[src/rtl/uart_rx_pkg.sv]
`timescale 1ns/1ps
// Shared constants for the UART receiver: bus widths, register addresses,
// status bit positions and the receive FSM state type.
package uart_rx_pkg;

    localparam int unsigned DATA_W = 32;
    localparam int unsigned ADDR_W = 32;

    typedef logic [DATA_W-1:0] data_bus_t;
    typedef logic [ADDR_W-1:0] mem_addr_bus_t;

    localparam mem_addr_bus_t UART_RX_ADDR        = 32'h0000_0400;
    localparam mem_addr_bus_t UART_RX_STATUS_ADDR = 32'h0000_0404;

    localparam int unsigned STAT_NEMPTY    = 0;
    localparam int unsigned STAT_FULL      = 1;
    localparam int unsigned STAT_PERR_ANY  = 2;
    localparam int unsigned STAT_FRAME_ERR = 3;
    localparam int unsigned STAT_OVERRUN   = 4;

    typedef enum logic [2:0] {
        ST_IDLE,
        ST_START,
        ST_DATA,
        ST_PARITY,
        ST_STOP
    } rx_state_t;

    function automatic logic even_parity(input logic [7:0] b);
        return ^b;
    endfunction

endpackage

[src/rtl/uart_rx_fifo.sv]
`timescale 1ns/1ps
// Synchronous FIFO for received entries. A pop frees a slot for a push in
// the same cycle; a push that finds no room is dropped and flagged on o_drop.
module uart_rx_fifo #(
    parameter int unsigned DEPTH = 4,
    parameter int unsigned WIDTH = 9
) (
    input  logic                     i_clk,
    input  logic                     i_rst,
    input  logic                     i_push,
    input  logic [WIDTH-1:0]         i_push_data,
    input  logic                     i_pop,
    output logic [WIDTH-1:0]         o_head,
    output logic                     o_full,
    output logic                     o_empty,
    output logic [$clog2(DEPTH):0]   o_count,
    output logic                     o_drop
);

    localparam int unsigned AW = $clog2(DEPTH);

    logic [WIDTH-1:0] r_mem [DEPTH];
    logic [AW-1:0]    r_wr_ptr;
    logic [AW-1:0]    r_rd_ptr;
    logic [AW:0]      r_count;
    logic             w_pop_ok;
    logic             w_push_ok;

    assign o_empty   = (r_count == '0);
    assign o_full    = (r_count == (AW+1)'(DEPTH));
    assign o_count   = r_count;
    assign o_head    = r_mem[r_rd_ptr];
    assign w_pop_ok  = i_pop && !o_empty;
    assign w_push_ok = i_push && (!o_full || w_pop_ok);
    assign o_drop    = i_push && !w_push_ok;

    always_ff @(posedge i_clk) begin
        if (w_push_ok) begin
            r_mem[r_wr_ptr] <= i_push_data;
        end
    end

    always_ff @(posedge i_clk) begin
        if (i_rst) begin
            r_wr_ptr <= '0;
            r_rd_ptr <= '0;
            r_count  <= '0;
        end else begin
            if (w_push_ok) begin
                r_wr_ptr <= r_wr_ptr + AW'(1);
            end
            if (w_pop_ok) begin
                r_rd_ptr <= r_rd_ptr + AW'(1);
            end
            if (w_push_ok && !w_pop_ok) begin
                r_count <= r_count + (AW+1)'(1);
            end else if (w_pop_ok && !w_push_ok) begin
                r_count <= r_count - (AW+1)'(1);
            end
        end
    end

endmodule

[src/rtl/uart_rx.sv]
`timescale 1ns/1ps
// Memory-mapped UART receiver: 8 data bits, even parity, one stop bit.
// Received bytes are queued with their parity-error flag and read over the data-memory port.
module uart_rx
    import uart_rx_pkg::*;
#(
    parameter int unsigned CLK_FREQ   = 50_000_000,
    parameter int unsigned BAUD       = 9600,
    parameter int unsigned OVERSAMPLE = 16,
    parameter int unsigned FIFO_DEPTH = 4
) (
    input  logic              clk,
    input  logic              rst,
    input  logic [ADDR_W-1:0] uart_r_addr_i,
    input  logic [ADDR_W-1:0] uart_w_addr_i,
    input  logic              uart_r_enable_i,
    output logic [DATA_W-1:0] uart_data_o,
    output logic              uart_irq_o,
    input  logic              rx
);

    localparam int unsigned DIV   = CLK_FREQ / (BAUD * OVERSAMPLE);
    localparam int unsigned DIV_W = (DIV > 1) ? $clog2(DIV) : 1;
    localparam int unsigned S_W   = $clog2(OVERSAMPLE);
    localparam int unsigned CNT_W = $clog2(FIFO_DEPTH) + 1;

    localparam logic [S_W-1:0] S_MID  = S_W'(OVERSAMPLE / 2 - 1);
    localparam logic [S_W-1:0] S_LAST = S_W'(OVERSAMPLE - 1);

    logic              r_rx_meta;
    logic              r_rx_sync;
    logic [DIV_W-1:0]  r_div_cnt;
    logic              w_tick;
    logic              w_start_det;

    rx_state_t         r_state;
    logic [S_W-1:0]    r_s_cnt;
    logic [2:0]        r_bit_idx;
    logic [7:0]        r_shreg;
    logic              r_perr;
    logic              r_push;
    logic [8:0]        r_push_data;
    logic              r_ferr_set;

    logic [8:0]        w_head;
    logic              w_full;
    logic              w_empty;
    logic [CNT_W-1:0]  w_fifo_count;
    logic              w_drop;
    logic              w_pop;
    logic              w_rd_data;
    logic              w_rd_stat;
    logic [DATA_W-1:0] w_status;

    logic              r_overrun;
    logic              r_frame_err;
    logic              r_perr_any;
    logic [DATA_W-1:0] r_data;
    logic              r_irq;
    logic              w_unused;

    assign w_unused = ^{uart_w_addr_i, w_fifo_count};

    always_ff @(posedge clk) begin
        if (rst) begin
            r_rx_meta <= 1'b1;
            r_rx_sync <= 1'b1;
        end else begin
            r_rx_meta <= rx;
            r_rx_sync <= r_rx_meta;
        end
    end

    assign w_tick      = (r_div_cnt == DIV_W'(DIV - 1));
    assign w_start_det = w_tick && (r_state == ST_IDLE) && !r_rx_sync;

    // Restarting the divider on start detection keeps bit sampling phase-locked to the frame.
    always_ff @(posedge clk) begin
        if (rst || w_tick || w_start_det) begin
            r_div_cnt <= '0;
        end else begin
            r_div_cnt <= r_div_cnt + DIV_W'(1);
        end
    end

    always_ff @(posedge clk) begin
        if (rst) begin
            r_state     <= ST_IDLE;
            r_s_cnt     <= '0;
            r_bit_idx   <= '0;
            r_shreg     <= '0;
            r_perr      <= 1'b0;
            r_push      <= 1'b0;
            r_push_data <= '0;
            r_ferr_set  <= 1'b0;
        end else begin
            r_push     <= 1'b0;
            r_ferr_set <= 1'b0;
            if (w_tick) begin
                case (r_state)
                    ST_IDLE: begin
                        if (!r_rx_sync) begin
                            r_state <= ST_START;
                            r_s_cnt <= '0;
                        end
                    end
                    ST_START: begin
                        if (r_s_cnt == S_MID) begin
                            r_s_cnt   <= '0;
                            r_bit_idx <= '0;
                            r_state   <= r_rx_sync ? ST_IDLE : ST_DATA;
                        end else begin
                            r_s_cnt <= r_s_cnt + S_W'(1);
                        end
                    end
                    ST_DATA: begin
                        r_s_cnt <= r_s_cnt + S_W'(1);
                        if (r_s_cnt == S_LAST) begin
                            r_shreg[r_bit_idx] <= r_rx_sync;
                            r_bit_idx          <= r_bit_idx + 3'd1;
                            if (r_bit_idx == 3'd7) begin
                                r_state <= ST_PARITY;
                            end
                        end
                    end
                    ST_PARITY: begin
                        r_s_cnt <= r_s_cnt + S_W'(1);
                        if (r_s_cnt == S_LAST) begin
                            r_perr  <= r_rx_sync ^ even_parity(r_shreg);
                            r_state <= ST_STOP;
                        end
                    end
                    ST_STOP: begin
                        r_s_cnt <= r_s_cnt + S_W'(1);
                        if (r_s_cnt == S_LAST) begin
                            if (r_rx_sync) begin
                                r_push      <= 1'b1;
                                r_push_data <= {r_perr, r_shreg};
                            end else begin
                                r_ferr_set <= 1'b1;
                            end
                            r_state <= ST_IDLE;
                        end
                    end
                    default: r_state <= ST_IDLE;
                endcase
            end
        end
    end

    uart_rx_fifo #(
        .DEPTH (FIFO_DEPTH),
        .WIDTH (9)
    ) u_fifo (
        .i_clk       (clk),
        .i_rst       (rst),
        .i_push      (r_push),
        .i_push_data (r_push_data),
        .i_pop       (w_pop),
        .o_head      (w_head),
        .o_full      (w_full),
        .o_empty     (w_empty),
        .o_count     (w_fifo_count),
        .o_drop      (w_drop)
    );

    assign w_rd_data = uart_r_enable_i && (uart_r_addr_i == UART_RX_ADDR);
    assign w_rd_stat = uart_r_enable_i && (uart_r_addr_i == UART_RX_STATUS_ADDR);
    assign w_pop     = w_rd_data && !w_empty;

    always_comb begin
        w_status                 = '0;
        w_status[STAT_NEMPTY]    = !w_empty;
        w_status[STAT_FULL]      = w_full;
        w_status[STAT_PERR_ANY]  = r_perr_any;
        w_status[STAT_FRAME_ERR] = r_frame_err;
        w_status[STAT_OVERRUN]   = r_overrun;
    end

    // Sticky flags clear on a status read, but a same-cycle set takes priority.
    always_ff @(posedge clk) begin
        if (rst) begin
            r_data      <= '0;
            r_irq       <= 1'b0;
            r_overrun   <= 1'b0;
            r_frame_err <= 1'b0;
            r_perr_any  <= 1'b0;
        end else begin
            r_irq <= !w_empty;
            if (w_rd_data) begin
                r_data <= w_empty ? '0 : DATA_W'(w_head);
            end else if (w_rd_stat) begin
                r_data <= w_status;
            end
            r_overrun   <= w_drop | (r_overrun & !w_rd_stat);
            r_frame_err <= r_ferr_set | (r_frame_err & !w_rd_stat);
            r_perr_any  <= (r_push & r_push_data[8]) | (r_perr_any & !w_rd_stat);
        end
    end

    assign uart_data_o = r_data;
    assign uart_irq_o  = r_irq;

endmodule

[config.mk]
export PLATFORM = sky130hd
export DESIGN_NAME = uart_rx
export DESIGN_NICKNAME = d
export VERILOG_FILES = /design/src/rtl/uart_rx_pkg.sv /design/src/rtl/uart_rx_fifo.sv /design/src/rtl/uart_rx.sv
export SDC_FILE = /design/constraint.sdc
export NUM_CORES = 1
export LEC_CHECK = 0
export CORE_UTILIZATION = 28
export CTS_BUF_LIST = sky130_fd_sc_hd__clkbuf_16
export CTS_CLUSTER_SIZE = 10
export DETAILED_ROUTE_END_ITERATION = 8
export GPL_TIMING_DRIVEN = 0
export PLACE_DENSITY = 0.6
export SYNTH_ARGS = -nofsm -noshare
export SYNTH_HDL_FRONTEND = slang
export SYNTH_SLANG_ARGS = --single-unit
[constraint.sdc]
create_clock -name clk -period 7.5 [get_ports clk]
set_input_delay 1.125 -clock clk [delete_from_list [all_inputs] [get_ports clk]]
set_output_delay 1.125 -clock clk [all_outputs]
set_load 0.05 [all_outputs]
# ---- Word-level counts from Yosys, hierarchy flattened
# Memory sizes are Yosys's and may differ from the RTL's. A register that Yosys moved wholly into a read port is not among the register bits.
# Index checks and enable logic that the tools add are counted.
dict set report classes {
  eq_ne 17
  mul 0
  magnitude_cmp 2
  muxes 28
  bitwise 11
  shift 0
  n_addsub 7
  n_div 0
  reduce_logical 35
}
# cell n
set op_table {}
lappend op_table {{== test 32 x 11 -> 1 bit, second input constant} 2}
lappend op_table {{two-way mux 32 bit} 2}
lappend op_table {{two-way mux 3 bit} 10}
lappend op_table {{one-hot mux 3 bit (5 select lines)} 1}
lappend op_table {{!= test 2 bit, second input constant} 6}
lappend op_table {{one-hot mux 4 bit (3 select lines)} 1}
lappend op_table {{logical AND 1 bit} 11}
lappend op_table {{adder 9 x 1 -> 9 bit, second input constant} 1}
lappend op_table {{== test 3 bit, second input constant} 3}
lappend op_table {{== test 9 bit, second input constant} 1}
lappend op_table {{two-way mux 9 bit} 1}
lappend op_table {{AND reduction 3 bit} 3}
lappend op_table {{bitwise mux 8 bit} 1}
lappend op_table {{two-way mux 4 bit} 2}
lappend op_table {{AND reduction 4 bit} 2}
lappend op_table {{parity 8 bit} 1}
lappend op_table {{AND reduction 7 bit} 1}
lappend op_table {{adder 3 x 1 -> 3 bit, second input constant} 2}
lappend op_table {{== test 3 x 2 -> 1 bit, second input constant} 2}
lappend op_table {{logical NOT 1 bit} 6}
lappend op_table {{logical NOT 3 bit} 2}
lappend op_table {{two-way mux 2 bit} 3}
lappend op_table {{one-hot mux 3 bit (2 select lines)} 1}
lappend op_table {{nonzero test 2 bit} 3}
lappend op_table {{18 further kinds} 32}
dict set report word_totals {
  rom_bits 0
  inputBits 68
  out_inout_bits 33
  ramBits 36
  wordCells 120
  latchBits 0
  register_bits 84
  mem_count 1
}
# memory depth width read_ports rd_clocked_by_memory_dff write_ports line
set mem_list {}
lappend mem_list {u_fifo.r_mem 4 9 1 1 1 uart_rx_fifo.sv:22} ;# logic [WIDTH-1:0] r_mem [DEPTH];

# ---- Depth between registers and ports, before layout
# Gate-level depths: netlist (run 1).
dict set report logic_depth {
  word_depth 10
  ltp_mapped 11
  mapped_depth_nobuf 10
}

# ---- Cells and area by module
# Synthesis (run 1) repeated with hierarchy kept, for this count alone.
dict set report unflattened {
  hier_cells 417
  hier_area_um2 4525.6
}
# module area_each_um2 instances cells_each seq_area_each_um2
set by_module_without_submodules {}
lappend by_module_without_submodules {uart_rx 2731.4 1 320 1081.0}
lappend by_module_without_submodules {uart_rx_fifo 1794.2 1 97 1261.2}

# ---- Least setup slack after synthesis (run 1)
# OpenSTA, ideal clock, no wires.
dict set report synth_timing {
  path_type {input port to flip-flop}
  startpoint {input port uart_r_addr_i[8]}
  endpoint {register u_fifo.r_count[2] (netlist: u_fifo.o_count[2])}
  t_arrival_ns 3.245
  n_path_buf 0
  setup_ns 0.071
  setup_slack_ns 4.184
  stages 10
  required_time_ns 7.429
  cell_sequence {nor4b_1 nand4_1 o41a_1 inv_1 ha_1 inv_1 fa_1 xor2_1 or3_1 a21oi_1}
}
dict set report synth_between {
  elab_chain_cells 9
  elab_cells_between_ends 12
  classes_between {eq/ne (1); mux (1); reduce/logical (10)}
}
# item line
set synth_lines {}
lappend synth_lines {{from (decl)} uart_rx.sv:14} ;# input logic [ADDR_W-1:0] uart_r_addr_i,
lappend synth_lines {{== test 32 x 11 -> 1 bit *} uart_rx.sv:167} ;# assign w_rd_data = uart_r_enable_i && (uart_r_addr_i == UART_RX_ADDR);
lappend synth_lines {{logical AND 1 bit *} uart_rx.sv:167}
lappend synth_lines {{logical AND 1 bit *} uart_rx.sv:169} ;# assign w_pop = w_rd_data && !w_empty;
lappend synth_lines {{logical AND 1 bit *} uart_rx_fifo.sv:33} ;# assign w_pop_ok = i_pop && !o_empty;
lappend synth_lines {{logical OR 1 bit *} uart_rx_fifo.sv:34} ;# assign w_push_ok = i_push && (!o_full || w_pop_ok);
lappend synth_lines {{logical AND 1 bit *} uart_rx_fifo.sv:34}
lappend synth_lines {{named net u_fifo.w_push_ok} uart_rx_fifo.sv:27} ;# logic w_push_ok;
lappend synth_lines {{logical NOT 1 bit} uart_rx_fifo.sv:57} ;# end else if (w_pop_ok && !w_push_ok) begin
lappend synth_lines {{logical AND 1 bit} uart_rx_fifo.sv:57}
lappend synth_lines {{nonzero test 2 bit (no line)} -}
lappend synth_lines {{to (signal assigned)} uart_rx_fifo.sv:56} ;# r_count <= r_count + (AW+1)'(1);
lappend synth_lines {{to (signal assigned)} uart_rx_fifo.sv:58} ;# r_count <= r_count - (AW+1)'(1);
lappend synth_lines {{to (decl)} uart_rx_fifo.sv:25} ;# logic [AW:0] r_count;
# The timed path passes the listed nets; every way through them passes the cells marked *.
# A chain may end at the register's enable or synchronous reset.

# ---- Final worst setup path (run 1)
dict set report layout_timing {
  startpoint {input port uart_r_addr_i[16]}
  endpoint {register u_fifo.r_count[2] (netlist: u_fifo.o_count[2])}
}
# Same word-level chain as after synthesis.

==> out/summary.md, run 1 <==
The tools report the nature of the critical path startpoint as an input pin. After clock tree synthesis, the setup repair step added 0 buffers. The run gives 699 as the post-placement cell count. The hold-critical path depth works out to 1. The sequential cell fraction of total power was 0.511; the worst reg-to-reg setup slack was 5080 ps. The area growth from synthesis to layout is 23.7%. The proportion of power drawn by the clock network is 0.417. The type of the most critical hold path was flip-flop to flip-flop. The total area of multi-input combinational cells is 0.00197 mm2, and the number of remaining DRC errors is 0.

The die boundary height was 129 um; the CTS buffer count was 9. The flow ran to the end, and the final reports show no timing, DRC or antenna violations. The logs give 3145 for the number of vias after detailed routing and 350 ps for the clock latency at the later pin of the worst-skew pair.

Entering global routing, the biggest net connects 17 pins. No sink is reached through more buffers than the 2 on the longest clock path. The biggest area contributor in the post-synthesis netlist is dfxtp_1.

The first detailed-routing pass took 4 iterations. In this run the worst path has a maximum fanout of 6. A synthesized cell averages 10.8 um2. After synthesis, the most frequently instantiated cells are dfxtp_1, nor2_1, edfxtp_1. The final estimated routing congestion in global placement was 0.761; the total number of placement rows was 46. Measured in cells, the most critical reg-to-reg path has a length of 9. The final-report max-slew violation count was 0. Setup repair after global routing left no endpoint under its margin. For this block, the initial DRC count from the detailed router was 157. Summed over all layers, the routed wires come to 9010 um. The number of port buffers is 43.

The proportion of register bits with asynchronous set or reset after synthesis was 0. The initial core utilization is 0.286. The startpoint identified for the worst register-to-register timing path is r_push$_SDFF_PP0_. The overall die area was 0.0167 mm2. Ranked by total cell area, the synthesized netlist is headed by dfxtp_1, edfxtp_1, mux2i_1. The H-tree depth was 3; the I/O pin count was 101.

The number of antenna violations at the first check in global routing came out at 0. Setup total negative slack on the finished layout was measured at 0 ps. For the sequential cell area in the final layout, the log shows 0.00234 mm2.

Clock tree synthesis found a total of 99 sinks. The share of the yosys chip area belonging to registers is 0.518. The synthesized flop and latch total is 99, and the final critical path time including I/O delays and setup is 3740 ps. The number of synthesized flops with an enable pin works out to 36. The die is 129 um wide. The number of hold violations in the final report was 0.

The tools report the worst-case hold path end point as r_rx_sync$_SDFF_PP1_. The leading register cell type out of synthesis is dfxtp_1. 0 antenna diodes ended up in the layout. At the worst endpoint, the arrival time is 4010 ps. The utilization after layout is 0.354, and the total congestion overflow is 0. Setup skew after layout: 6.53 ps. In the routed layout, each cell is associated on average with a via count of 4.40. The via count of the first global-routing pass was 3148. The post-route fraction of the period consumed by the critical path works out to 0.498.

Clock tree synthesis selected as its root buffer the cell clkbuf_16. The endpoint of the most critical register-to-register path is u_fifo.o_count[2]$_SDFFE_PP0P_. The number of buffers inserted for hold repair after clock tree synthesis came out at 0.

Setup violations remaining at the end of the flow were counted as 0. The tools report the yosys synthesis warning count as 0. The final-layout fill cell count was 1562; the final worst setup slack was 3760 ps. The portion of total power attributed to combinational logic is 0.072.

The post-cts gate resize count is 0. The run gives 418 as the number of standard cells after synthesis. The layout cell share with drive strength beyond 1 was 0.120; the highest achievable clock rate was 0.268 GHz.

For this run, the number of standard cells in the final layout without fillers is 714. VDD sags by at most 0.127 mV. In the final routed layout, each cell accounts on average for 12.6 um. TritonCTS built the clock tree.

The most common cell in the synthesized netlist is dfxtp_1. The number of max-cap violations is 0. In this run the power density over the cells is 195 mW/mm2.

The proportion of total power due to net switching was 0.226; the net switching power was 246 uW. The antenna violation net count after detailed routing is 0. The worst setup path is of the input pin to flip-flop kind.

After clock tree synthesis, the clock-pin slew on the worst setup and hold paths is 60 ps. The relative slew slack was 0.587; the global-route usage over all layers was 0.115. Origin of the worst min-delay path: r_rx_meta$_SDFF_PP1_. The tools report the layout net count as 573. At the pin with the least slew margin, the transition time is 619 ps. The worst setup path is captured at a flip-flop. Area of the placeable core: 0.0158 mm2.

Data on the critical path is required at its endpoint by 7770 ps. In this run the cell area of the synthesized design comes to 0.00452 mm2. The first global-routing pass estimated 14700 um of wire.

The number of unique standard cell types used by synthesis is 54, and the minimum setup slack after placement is 3420 ps. The portion of synthesized cell area occupied by the leading cell type works out to 0.279. The cell leakage power came out at 2.07 nW. The internal power was 844 uW. After legalization and detailed placement, the total HPWL measured 6650 um.
sequential cells by signal (all words and copies together), names as in the netlist, named ones only:
register,cells
r_div_cnt,9
r_bit_idx,3
u_fifo.r_wr_ptr,2
r_push_data,9
r_s_cnt,4
r_ferr_set,1
r_state,3
r_shreg,8
uart_irq_o,1
r_overrun,1
u_fifo.o_count,3
r_push,1
r_frame_err,1
r_perr_any,1
r_rx_sync,1
u_fifo.r_rd_ptr,2
u_fifo.r_mem,36
r_rx_meta,1
r_perr,1
uart_data_o,9
worst max-delay path by stage:
stage	start	end	slack, ps	depth (start not counted)
after global routing	uart_r_addr_i[16]	u_fifo.o_count[2]$_SDFFE_PP0P_	3590	11
after global placement	uart_r_addr_i[8]	u_fifo.o_count[2]$_SDFFE_PP0P_	3500	11
after detailed placement	uart_r_addr_i[8]	u_fifo.o_count[2]$_SDFFE_PP0P_	3420	11
final	uart_r_addr_i[16]	u_fifo.o_count[2]$_SDFFE_PP0P_	3760	11
after CTS	uart_r_addr_i[8]	u_fifo.o_count[2]$_SDFFE_PP0P_	3750	11
after floorplan	uart_r_addr_i[8]	u_fifo.o_count[2]$_SDFFE_PP0P_	4180	10
power groups by stage:
stage	sequential (mW)	combinational (mW)	clock (mW)
floorplan	0.568	0.0529	0
global placement	0.569	0.0771	0
detailed placement	0.569	0.0780	0
CTS	0.557	0.0782	0.473
global route	0.557	0.0838	0.492
finish	0.557	0.0782	0.455
cells by family after synthesis:
group / synth area share
AOI/OAI and AO/OA: 0.0581
xor gates and xnor gates: 0.0379
adders and majority gates: 0.0321
buffers and inverters: 0.0655
DFF: 0.518
muxes: 0.103
other: 0.000829
and+or+nand+nor: 0.185
layer usage:
layer  up-vias  wire [um]  GRT usage
met2        82       4350      0.204
met5         -          0          0
li1       1592          -          -
met3        14        472     0.0277
met4         0        212     0.0671
met1      1457       3970      0.126
worst max-delay path, cell delays in order:
cell and delay, ps:
clkdlybuf4s50_1 430, nor4_1 320, nand4_1 210, o41a_1 470, inv_1 180, ha_1 220, inv_1 60, fa_1 380
xor2_1 160, or3_1 310, a21oi_1 140
area by class of cell:
| class | count | area share |
|---|---|---|
| inverters | 11 | 0.00738 |
| flip-flops and latches | 99 | 0.418 |
| clock inverters | 6 | 0.0116 |
| plain buffers | 44 | 0.0456 |
| well taps | 216 | 0.0483 |
| multi-input cells | 286 | 0.352 |
| clock buffers | 9 | 0.0402 |
| repair buffers | 43 | 0.0769 |
metrics by stage:
step           hold slack [ps]  cell area [um2]  total power [mW]
3_5_place_dp               420             5310             0.647
5_1_grt                    441             5600              1.13
3_3_place_gp               408             5310             0.646
4_1_cts                    438             5600              1.11
2_1_floorplan              389             4610             0.621
6_report                   430             5600              1.09
layout by cell type, fill, tap and decap left out, drive strengths merged, types with 6 or more instances in the layout:
master	n
and2	7
conb	23
edfxtp	36
nor4	11
ha	10
clkdlybuf4s50	43
clkbuf	25
a21oi	25
buf	28
mux2i	25
nor4b	7
nand3	13
nor2	44
xnor2	8
inv	13
dfxtp	63
mux4	9
xor2	9
o21ai	8
nand2	28
nand4	6
or3	7
Power figures use the tool's default switching activity.
==> run 2, diff against run 1 <==
==> constraint.sdc (replaced) <==
create_clock -name clk -period 3.6 [get_ports clk]
set_input_delay 0.54 -clock clk [delete_from_list [all_inputs] [get_ports clk]]
set_output_delay 0.54 -clock clk [all_outputs]
set_load 0.05 [all_outputs]
==> results of run 2 <==
The final DEF is identical to that of run 1. Status: completed.
Main changes from that run: setup slack after placement 3420 ps -> 105 ps; setup slack after layout 3760 ps -> 448 ps; register-to-register setup slack 5080 ps -> 1180 ps; total power 1.09 mW -> 2.27 mW; worst IR drop on VDD 0.127 mV -> 0.265 mV
==> RTL change 1 (flow settings as in run 2) <==
Put one more register stage on the output `uart_irq_o`, with the module's reset. The value now appears one clock later. The other outputs are not delayed to match.
--- a/src/rtl/uart_rx.sv
+++ b/src/rtl/uart_rx.sv
@@ -200,5 +200,11 @@
 
     assign uart_data_o = r_data;
-    assign uart_irq_o  = r_irq;
+    always_ff @(posedge clk) begin
+        if (rst) begin
+            uart_irq_o <= '0;
+        end else begin
+            uart_irq_o <= r_irq;
+        end
+    end
 
 endmodule
Function: same outputs for any inputs over 10 cycles, from zero or initial values and one cycle with rst high; that may be too few to reach the edited logic, so the function may still have changed.
==> RTL change 1 against run 2 <==
Sequential cell count grew 1; total power grew 1.2%; clock power grew 0.9%; worst setup slack gained 58 ps; routed wire length grew 1.7%; synthesized area grew 1.3%; critical path depth is the same; final area grew 1.3%; largest cell class unchanged; largest power group unchanged.
==> RTL change 1: results (changes against run 2) <==
- Status: complete, no violations
- Post-Route Skew: 6.97 ps (+0.442 ps)
- Post-synthesis sequential area ratio: 51.6% (-0.21 points)
- Total GRT Usage: 11.7% (+0.18 points)
- Clk buf depth: 2 (unchanged)
- DP HPWL: 6.78 mm (+1.9%)
- Final Slew Violations: 0 (unchanged)
- List of most frequent post-synthesis cells: dfxtp_1, nor2_1, edfxtp_1
- Total number of vias: 3171 (+0.83%)
- DRT iter0 DRCs: 187 (+19%)
- Worst Max-Slew Pin Slew: 601 ps (-17.9 ps)
- Placed insts: 700 (+0.14%)
- RePlAce Congestion: 0.828 (+8.8%)
- Synth area leaders: dfxtp_1, edfxtp_1, mux2i_1, mux4_2, buf_4
- Port bufs: 44 (+2.3%)
- P_leak: 0.00209 uW (+0.99%)
- Largest net degree at the start of global routing: 18 (+1)
- Peak supply drop: 0.000261 V (-1.7%)
- Reg-to-reg critical path startpoint: u_fifo.o_count[0]
- Final std cells w/o fill: 716 (+0.28%)
- Vias in the first global route: 3137 (-0.35%)
- Final Core Density: 35.6% (+0.19 points)
- Final net count: 574 (+0.17%)
- Netlist cell types: 50 (-7.4%)
- FF-to-FF setup slack: 1240 ps (+60 ps)
- Global-route wire length before repair: 15.2 mm (+3.4%)
- Post-DP Area: 5380 um2 (+1.3%)
- Ys Warns: 0 (unchanged)
- Share of cells above drive strength 1: 14.4% (+2.4 points)
- Sw power: 525 uW (+2.2%)
[RTL change 1: cell types whose count changed after synthesis, moves of 3 or more]
cell      delta
nand4b_1     -3
o21ai_0      -3
nor4b_2      +4
buf_2        +3
nor4_2       +5
clkbuf_1     -4
nor4b_1      -4
inv_1        +3
a21oi_1      -5
[RTL change 1: worst max-delay path, cell delays in order]
cell	delay (ps)
clkdlybuf4s50_1	450
nor4_2	290
nand4_1	190
o41a_1	470
inv_1	160
ha_1	210
inv_1	60
fa_1	370
xor2_1	150
or3_1	320
a21oi_1	140
[RTL change 1: power by group through the flow]
stage	logic, uW	clock network [uW]	registers, uW
floorplan	112	0	1200
global placement	167	0	1200
detailed placement	168	0	1200
CTS	169	981	1170
global route	183	1010	1170
finish	169	957	1170
[RTL change 1: layout make-up]
cell class	instances	area, um2
buffer	42	255
tap	216	270
sequential	100	2360
fill	1574	10300
clock buffer	9	225
clock inverter	7	68.8
timing repair buffer	44	440
inverter	14	52.6
multi-input combinational	284	1990
[RTL change 1: kinds of logic after synthesis]
family,share of synthesized area [%]
flip-flops,51.6
AND/OR/NAND/NOR,19.3
XOR/XNOR,3.74
AO/OA/AOI/OAI,5.52
buffers and inverters,6.72
adder cells (fa/ha/maj),3.17
other,0.0818
multiplexers,9.91
[RTL change 1: through the flow]
stage / worst slack (ps) / hold slack, ps
floorplan: 900 / 389
global placement: 271 / 404
detailed placement: 144 / 400
CTS: 501 / 422
global route: 295 / 453
finish: 506 / 418
[RTL change 1: layer usage]
metal	track usage [%]	up-vias	part of all wire, %
met2	21.9	92	50
met3	3.16	11	6.0
met1	12.6	1468	43
met4	3.90	0	1.2
met5	0	-	0
li1	-	1600	-
[RTL change 1: worst max path at each step]
stage | start | to | slack, ps | cells after the start
3_5_place_dp | uart_r_addr_i[16] | u_fifo.o_count[2] | 140 | 11
6_report | uart_r_addr_i[7] | u_fifo.o_count[2] | 510 | 11
3_3_place_gp | uart_r_addr_i[8] | u_fifo.o_count[2] | 270 | 11
4_1_cts | uart_r_addr_i[16] | u_fifo.o_count[2] | 500 | 11
5_1_grt | uart_r_addr_i[8] | u_fifo.o_count[2] | 300 | 11
2_1_floorplan | uart_r_addr_i[22] | u_fifo.o_count[2] | 900 | 10
==> RTL change 2 (config.mk and constraints of run 2) <==
Without the edit above. `CLK_FREQ`: 50_000_000 -> 100_000_000.
--- a/src/rtl/uart_rx.sv
+++ b/src/rtl/uart_rx.sv
@@ -5,5 +5,5 @@
     import uart_rx_pkg::*;
 #(
-    parameter int unsigned CLK_FREQ   = 50_000_000,
+    parameter int unsigned CLK_FREQ   = 100_000_000,
     parameter int unsigned BAUD       = 9600,
     parameter int unsigned OVERSAMPLE = 16,
Formal check against the unedited RTL: no difference found for any inputs over 10 cycles, from zero or initial values and one cycle with rst high; that may be too few to reach the edited logic, so the function may still have changed.
==> RTL change 2 against run 2 <==
Clock skew increased by 2.0 ps; synthesized area increased by 2.1%; final area increased by 1.7%; largest cell class unchanged; sequential cell count increased by 1; clock power decreased by 2%; hold slack got worse by 19 ps; non-clock buffer count decreased by 1; worst setup slack got worse by 11 ps; critical path type unchanged; total power decreased by 1.0%; routed wire length increased by 5.6%; sequential share of layout area decreased by 0.37 points.
==> RTL change 2: results (changes against run 2) <==
- Fill count: 1597 (+2.2%)
- Final std cells w/o fill: 721 (+0.98%)
- Vias in the first global route: 3248 (+3.2%)
- Met2 routed WL: 4.75 mm (+9.0%)
- Placed insts: 705 (+0.86%)
- Met2 usage: 21.4% (+1.0 points)
- CTS HTree Levels: 3 (unchanged)
- Met3 usage: 3.09% (+0.33 points)
- Netlist cell types: 50 (-7.4%)
- Slowest cell on the critical path: o41a_1
- Post-cts resize count: 0 (unchanged)
- Critical Path Source: uart_r_addr_i[5]
- Peak supply drop: 0.000208 V (-21%)
- Largest net degree at the start of global routing: 20 (+3)
- DP HPWL: 7.06 mm (+6.2%)
- RePlAce Congestion: 0.838 (+10%)
- Arr. time, crit path: 3430 ps (about the same)
- Met1 Usage GRT: 12.5% (-0.11 points)
- Post-Route Skew: 8.49 ps (+1.96 ps)
- Share of cells above drive strength 1: 13.9% (+1.8 points)
- Setup WS pre-CTS: 57.8 ps (-47.2 ps)
- Largest delay share family, worst path: simple AND/OR/NAND/NOR gates
- Initial antenna violation count: 0 (unchanged)
- Slew margin rel.: 50.7% (-8.0 points)
- Post-synthesis sequential area ratio: 51.1% (-0.63 points)
- List of most frequent post-synthesis cells: dfxtp_1, nor2_1, edfxtp_1
- Cell count after synthesis: 424 (+1.4%)
- Routed WL: 9.51 mm (+5.6%)
- Final net count: 579 (+1.0%)
- DRT iter0 DRCs: 200 (+27%)
- Total GRT Usage: 11.5% (about the same)
- Post-DP Area: 5400 um2 (+1.8%)
- Post-CTS Setup Inserts: 0 (unchanged)
- Routed wl met3: 560 um (+19%)
- P_leak: 0.00201 uW (-2.5%)
- Status: complete, no violations
- Synth area leaders: dfxtp_1, edfxtp_1, mux2i_1, mux4_2, buf_4
- Global-route wire length before repair: 15.2 mm (+3.8%)
- Grt total ovfl: 0 (unchanged)
- Total number of vias: 3302 (+5.0%)
- Detailed Routing Iterations Pass 1: 5 (+1)
==> RTL change 2: changes by cell type after synthesis, moves of 4 or more <==
| cell | run 2 | this run |
|---|---|---|
| mux2i_1 | 25 | 21 |
| nand2_1 | 27 | 22 |
| nand2b_1 | 1 | 8 |
| nor2_1 | 44 | 38 |
| nor2b_1 | 2 | 6 |
| nor3_1 | 5 | 9 |
| nor4_2 | 0 | 4 |
| nor4b_1 | 6 | 2 |
| o21ai_0 | 8 | 12 |
| xnor2_1 | 8 | 12 |
==> RTL change 2: layout make-up <==
| type | count | area (um2) | share of cell area (%) |
|---|---|---|---|
| Sequential cell | 100 | 2360 | 41.5 |
| Multi-Input combinational cell | 293 | 2050 | 35.9 |
| Timing Repair Buffer | 43 | 430 | 7.56 |
| Tap cell | 216 | 270 | 4.75 |
| Buffer | 43 | 255 | 4.48 |
| Clock buffer | 9 | 225 | 3.95 |
| Clock inverter | 7 | 67.6 | 1.19 |
| Inverter | 10 | 37.5 | 0.659 |
==> RTL change 2: path summary, 6_finish.rpt <==
check / to / slack [ps] / cells after the start
max: u_fifo.o_count[2] / 440 / 11
min: r_rx_sync / 410 / 1
max reg2reg: u_fifo.o_count[2] / 1190 / 9
min reg2reg: r_rx_sync / 410 / 1
==> RTL change 2: cells by family after synthesis <==
| logic type | synth area share, % |
|---|---|
| XOR/XNOR | 4.28 |
| other | 0.0812 |
| AND/OR/NAND/NOR | 19.3 |
| buffers and inverters | 6.34 |
| adder cells (fa/ha/maj) | 3.14 |
| multiplexers | 9.18 |
| AO/OA/AOI/OAI | 6.55 |
| flip-flops | 51.1 |
==> RTL change 2: power by group <==
group          leakage [uW]  internal, uW  switching (uW)
Combinational       0.00102          59.7            89.7
Clock              0.000141           487             443
Sequential         0.000850          1160            3.94
